**config.mk**
```make
export PLATFORM = sky130hd
export DESIGN_NAME = dot_product_seq
export DESIGN_NICKNAME = d
export VERILOG_FILES = /design/src/rtl/dot_seq_pkg.sv /design/src/rtl/dot_product_seq.sv
export SDC_FILE = /design/constraint.sdc
export NUM_CORES = 1
export LEC_CHECK = 0
export BUFFER_PORTS_ARGS = -buffer_cell sky130_fd_sc_hd__buf_2
export CORE_MARGIN = 2
export CORE_UTILIZATION = 53
export DETAILED_ROUTE_END_ITERATION = 10
export GPL_ROUTABILITY_DRIVEN = 0
export PLACE_DENSITY = 0.86
export RECOVER_POWER = 50
export SETUP_SLACK_MARGIN = 0.15
export SLEW_MARGIN = 25
export SYNTH_ARGS = -nofsm -noshare
export SYNTH_HDL_FRONTEND = slang
export SYNTH_SLANG_ARGS = --single-unit
```
**constraint.sdc**
```tcl
create_clock -name clock -period 4.5 [get_ports clock]
set_clock_uncertainty 0.15 [all_clocks]
set_input_delay 0.45 -clock clock [delete_from_list [all_inputs] [get_ports clock]]
set_output_delay 0.45 -clock clock [all_outputs]
set_load 0.05 [all_outputs]
```
**src/rtl/dot_seq_pkg.sv**
```systemverilog
`default_nettype none
// ============================================================================
// Module   : dot_seq_pkg
// Purpose  : Shared definitions for the dot-product operand sequencer:
//            data width, default length width and the FSM state encoding.
// Revision : 1.0 - initial release
// ============================================================================
package dot_seq_pkg;

  localparam int DW            = 32;  // multiplier operand / sum width
  localparam int LEN_W_DEFAULT = 8;   // default vector-length width

  typedef enum logic [2:0] {
    ST_IDLE = 3'd0,
    ST_LOAD = 3'd1,
    ST_MUL  = 3'd2,
    ST_ACC  = 3'd3,
    ST_DONE = 3'd4
  } state_t;

endpackage
`default_nettype wire

```
**src/rtl/dot_product_seq.sv**
```systemverilog
`default_nettype none
// ============================================================================
// Module   : dot_product_seq
// Purpose  : Operand sequencer for a registered X*Y+Z multiplier. Pulls
//            element pairs over a valid/ready stream, feeds the previous
//            product back as Z, and returns the final sum plus a sticky
//            overflow flag over a valid/ready result port.
// Ports    : clock, reset (async, active-low)
//            start/len/bias          - command, sampled in IDLE only
//            in_valid/in_ready/in_x/in_y - element pair stream
//            mul_x/mul_y/mul_z/mul_iso   - drive to multiplier
//            mul_prod/mul_ovfl           - registered multiplier results
//            res_valid/res_ready/res_data/res_ovfl - result port
//            busy                    - high whenever not IDLE
// Revision : 1.0 - initial release
// ============================================================================
module dot_product_seq
  import dot_seq_pkg::*;
#(
  parameter int LEN_W = LEN_W_DEFAULT
) (
  input  logic             clock,
  input  logic             reset,
  input  logic             start,
  input  logic [LEN_W-1:0] len,
  input  logic [DW-1:0]    bias,
  input  logic             in_valid,
  output logic             in_ready,
  input  logic [DW-1:0]    in_x,
  input  logic [DW-1:0]    in_y,
  output logic [DW-1:0]    mul_x,
  output logic [DW-1:0]    mul_y,
  output logic [DW-1:0]    mul_z,
  output logic             mul_iso,
  input  logic [DW-1:0]    mul_prod,
  input  logic             mul_ovfl,
  output logic             res_valid,
  input  logic             res_ready,
  output logic [DW-1:0]    res_data,
  output logic             res_ovfl,
  output logic             busy
);

  state_t           r_state;
  logic [LEN_W-1:0] r_cnt;
  logic [DW-1:0]    r_opx;
  logic [DW-1:0]    r_opy;
  logic [DW-1:0]    r_acc;
  logic             r_ovfl;
  logic [DW-1:0]    r_mul_z;
  logic             r_mul_iso;
  logic             r_in_ready;
  logic             r_res_valid;
  logic [DW-1:0]    r_res_data;
  logic             r_res_ovfl;
  logic             r_busy;

  // Every output is a register updated on the state transition that enters
  // the state in which it must be asserted. The operand registers are only
  // non-zero during MUL, so they drive the multiplier directly.
  always_ff @(posedge clock or negedge reset) begin
    if (!reset) begin
      r_state     <= ST_IDLE;
      r_cnt       <= '0;
      r_opx       <= '0;
      r_opy       <= '0;
      r_acc       <= '0;
      r_ovfl      <= 1'b0;
      r_mul_z     <= '0;
      r_mul_iso   <= 1'b1;
      r_in_ready  <= 1'b0;
      r_res_valid <= 1'b0;
      r_res_data  <= '0;
      r_res_ovfl  <= 1'b0;
      r_busy      <= 1'b0;
    end else begin
      case (r_state)
        ST_IDLE: begin
          if (start) begin
            r_acc  <= bias;
            r_ovfl <= 1'b0;
            r_cnt  <= len;
            r_busy <= 1'b1;
            if (len == '0) begin
              // Empty vector: the result is the bias itself.
              r_state     <= ST_DONE;
              r_res_valid <= 1'b1;
              r_res_data  <= bias;
              r_res_ovfl  <= 1'b0;
            end else begin
              r_state    <= ST_LOAD;
              r_in_ready <= 1'b1;
            end
          end
        end

        ST_LOAD: begin
          if (in_valid) begin
            r_opx      <= in_x;
            r_opy      <= in_y;
            r_mul_z    <= r_acc;
            r_mul_iso  <= 1'b0;
            r_in_ready <= 1'b0;
            r_state    <= ST_MUL;
          end
        end

        ST_MUL: begin
          // The multiplier captures X*Y+Z at the end of this cycle; quiet
          // its inputs again for every other state.
          r_opx     <= '0;
          r_opy     <= '0;
          r_mul_z   <= '0;
          r_mul_iso <= 1'b1;
          r_state   <= ST_ACC;
        end

        ST_ACC: begin
          r_acc  <= mul_prod;
          r_ovfl <= r_ovfl | mul_ovfl;
          r_cnt  <= r_cnt - LEN_W'(1);
          if (r_cnt == LEN_W'(1)) begin
            r_state     <= ST_DONE;
            r_res_valid <= 1'b1;
            r_res_data  <= mul_prod;
            r_res_ovfl  <= r_ovfl | mul_ovfl;
          end else begin
            r_state    <= ST_LOAD;
            r_in_ready <= 1'b1;
          end
        end

        ST_DONE: begin
          if (res_ready) begin
            r_res_valid <= 1'b0;
            r_res_data  <= '0;
            r_res_ovfl  <= 1'b0;
            r_busy      <= 1'b0;
            r_state     <= ST_IDLE;
          end
        end

        default: begin
          r_state <= ST_IDLE;
        end
      endcase
    end
  end

  assign in_ready  = r_in_ready;
  assign mul_x     = r_opx;
  assign mul_y     = r_opy;
  assign mul_z     = r_mul_z;
  assign mul_iso   = r_mul_iso;
  assign res_valid = r_res_valid;
  assign res_data  = r_res_data;
  assign res_ovfl  = r_res_ovfl;
  assign busy      = r_busy;

endmodule
`default_nettype wire
```
==> metrics.csv <==
metric;value;unit
ranking of synthesized cells by area;dfrtp_1 60%, a22o_1 15%, nand2_1 3.8%;
FFs w/ async S/R, synth;1.00;
Synthesized Nets;755;
worst slew pin tran;2.48;ns
number of flops mapped to enable cells by yosys;0;
Synth area leader;dfrtp_1;
met2 Usage GRT;0.440;
final core utilization;0.693;
Sink Count;177;
Crit Path Max Fanout;21;
synth cell count leaders;176 x dfrtp_1, 127 x a22o_1, 73 x nand2_1, 45 x nor2_1, 39 x clkbuf_1;
antenna-violating nets left;0;
final net count;1002;
Finished Layout Cells;1048;
CTS buffer count;17;
Mapped Cells;611;
Worst EP required;4.66;ns
Mapped Area;0.00731;mm²
Die X;121;µm
count leader, synth;dfrtp_1;
# setup viols final;0;
drt via density;5.77;
multi-input logic area;0.00264;mm²
die area;0.0147;mm²
DP Area;0.00874;mm²
status;finished, violations left;
Tmin final;3.04;ns
Longest Clk Path Bufs;2;
# Post-CTS Setup Buffers;0;
met3 usage;0.0822;
Post-synth top flop;dfrtp_1;
Finished Cell Area;0.00926;mm²
pwr/cell area;819;mW/mm²
violations in the final reports;capacitance limit, slew limit;
critical path arrival;3.19;ns
Total Neg Setup Slack;0;ns
Routed Wire Length;19800;µm
max-cap viol count;1;
Leak;4.67;nW
Critical Path End Type;flip-flop;
share of layout cells above drive strength 1;0.333;
via count of the first global-routing pass;5698;
Core ar.;0.0133;mm²
DP Wirelength;13500;µm
busiest grt layer;met2;
# H-tree levels;4;
Synth top area share;0.603;
Rows;42;
largest net degree at the start of global routing;103;
Critical Path Source Type;flip-flop;
CTS tree;built;
register bit total from synthesis;177;
initial antenna violation count;2;
fillers;1010;
area grow syn2layout;26.7;%
chip height;121;µm
Distinct cells, synth;47;
Slew Viols, Final;102;
Hold-fix buffers, CTS;0;
DRT iter0 DRCs;530;
First-pass DRT Iterations;5;
met1 usage;0.343;
Reg clk slew, reported paths;0.06;ns
syn_area_per_cell;12.0;µm²
CTS resizes;0;
Initial Utilization;0.547;
sequential fraction of the synthesis area;0.606;
Fmax;329;MHz
DR DRC count;0;
clk_lat worst skew;0.42;ns
first-pass GRT wire length;30300;µm
overall routing resource usage;0.270;
count of placed standard cells including taps;1014;
Worst VDD drop;0.395;mV
Slew headroom;-0.651;
Final period util;0.675;
Hold Vio Cnt, Final;0;
Buffers on Ports;274;
WL/cell;18.9;µm
Tot Pwr;7.58;mW
RSZ-0062 raised after global routing;no;
Min-Delay Path Class;in2reg;
Yosys warning count;0;
Via Count;6052;
critical path type;reg2reg;
I/O pin count;275;
Storage cell area;0.00443;mm²
Root Buffer;clkbuf_16;
GRT overflow;0;
## per-stage QoR
step	setup WS, ns	hold WS (ns)
4_1_cts	1.47	0.00478
3_3_place_gp	1.51	0.319
5_1_grt	1.35	0.0917
3_5_place_dp	1.46	0.325
6_report	1.46	0.105
2_1_floorplan	2.21	0.00441
## worst max-delay path, stage by stage (launching register included)
cell and delay, ns:
dfrtp_1 0.54, or3b_4 0.51, or2_0 0.36, o211ai_4 0.53
buf_4 0.43, mux2_2 0.38
## final timing paths
path	start	endpoint	slack (ns)	cells past startpoint
setup / recovery	r_state[0]	res_data[12]	1.46	5
hold / removal	in_x[10]	mul_x[10]	0.10	2
setup reg to reg	r_state[0]	res_data[12]	1.46	5
hold reg to reg	mul_iso	mul_iso	0.33	2
max in group asynchronous	reset	mul_x[20]	2.11	1
min in group asynchronous	reset	r_acc[25]	0.63	1
## cells in the final DEF (no fill, tap or decap), types with 5 or more instances in the layout
cell type / n
dfrtp_1: 176
clkbuf_16: 17
o21ai_0: 7
buf_4: 5
clkinvlp_4: 6
mux2_2: 24
nor2_1: 45
clkbuf_1: 63
a21oi_1: 9
mux2_4: 8
a31oi_1: 34
inv_1: 5
nand2_1: 73
a22o_1: 127
buf_2: 210
## kinds of logic after synthesis
group,after synthesis,share of synthesized area
AOI/OAI and AO/OA,198,0.217
DFF,177,0.606
and+or+nand+nor,143,0.0824
buffers and inverters,58,0.0361
muxes,33,0.0548
adders and majority gates,2,0.00342
## layer usage
layer / vias up / share of wire
li1: 2744 / -
met1: 2949 / 0.39
met2: 322 / 0.49
met3: 35 / 0.10
met4: 2 / 0.019
met5: - / 0.00066
## sequential cells by signal (all words and copies together) (netlist names)
| register | cells |
|---|---|
| busy | 1 |
| in_ready | 1 |
| mul_iso | 1 |
| mul_x | 32 |
| mul_y | 32 |
| mul_z | 32 |
| r_acc | 32 |
| r_cnt | 8 |
| r_ovfl | 1 |
| r_state | 3 |
| res_data | 32 |
| res_ovfl | 1 |
| res_valid | 1 |
## area by class of cell
| cell class | instances | area share |
|---|---|---|
| flip-flops and latches | 177 | 0.479 |
| multi-input cells | 376 | 0.285 |
| repair buffers | 281 | 0.148 |
| clock buffers | 20 | 0.0504 |
| well taps | 176 | 0.0238 |
| clock inverters | 12 | 0.0116 |
| inverters | 5 | 0.00203 |
| diodes | 1 | 0.000270 |
## power breakdown
group / internal [mW] / switching [mW]
Combinational: 0.992 / 2.58
Sequential: 2.20 / 0.389
Clock: 0.806 / 0.611
(Power assumes the default switching activity.)
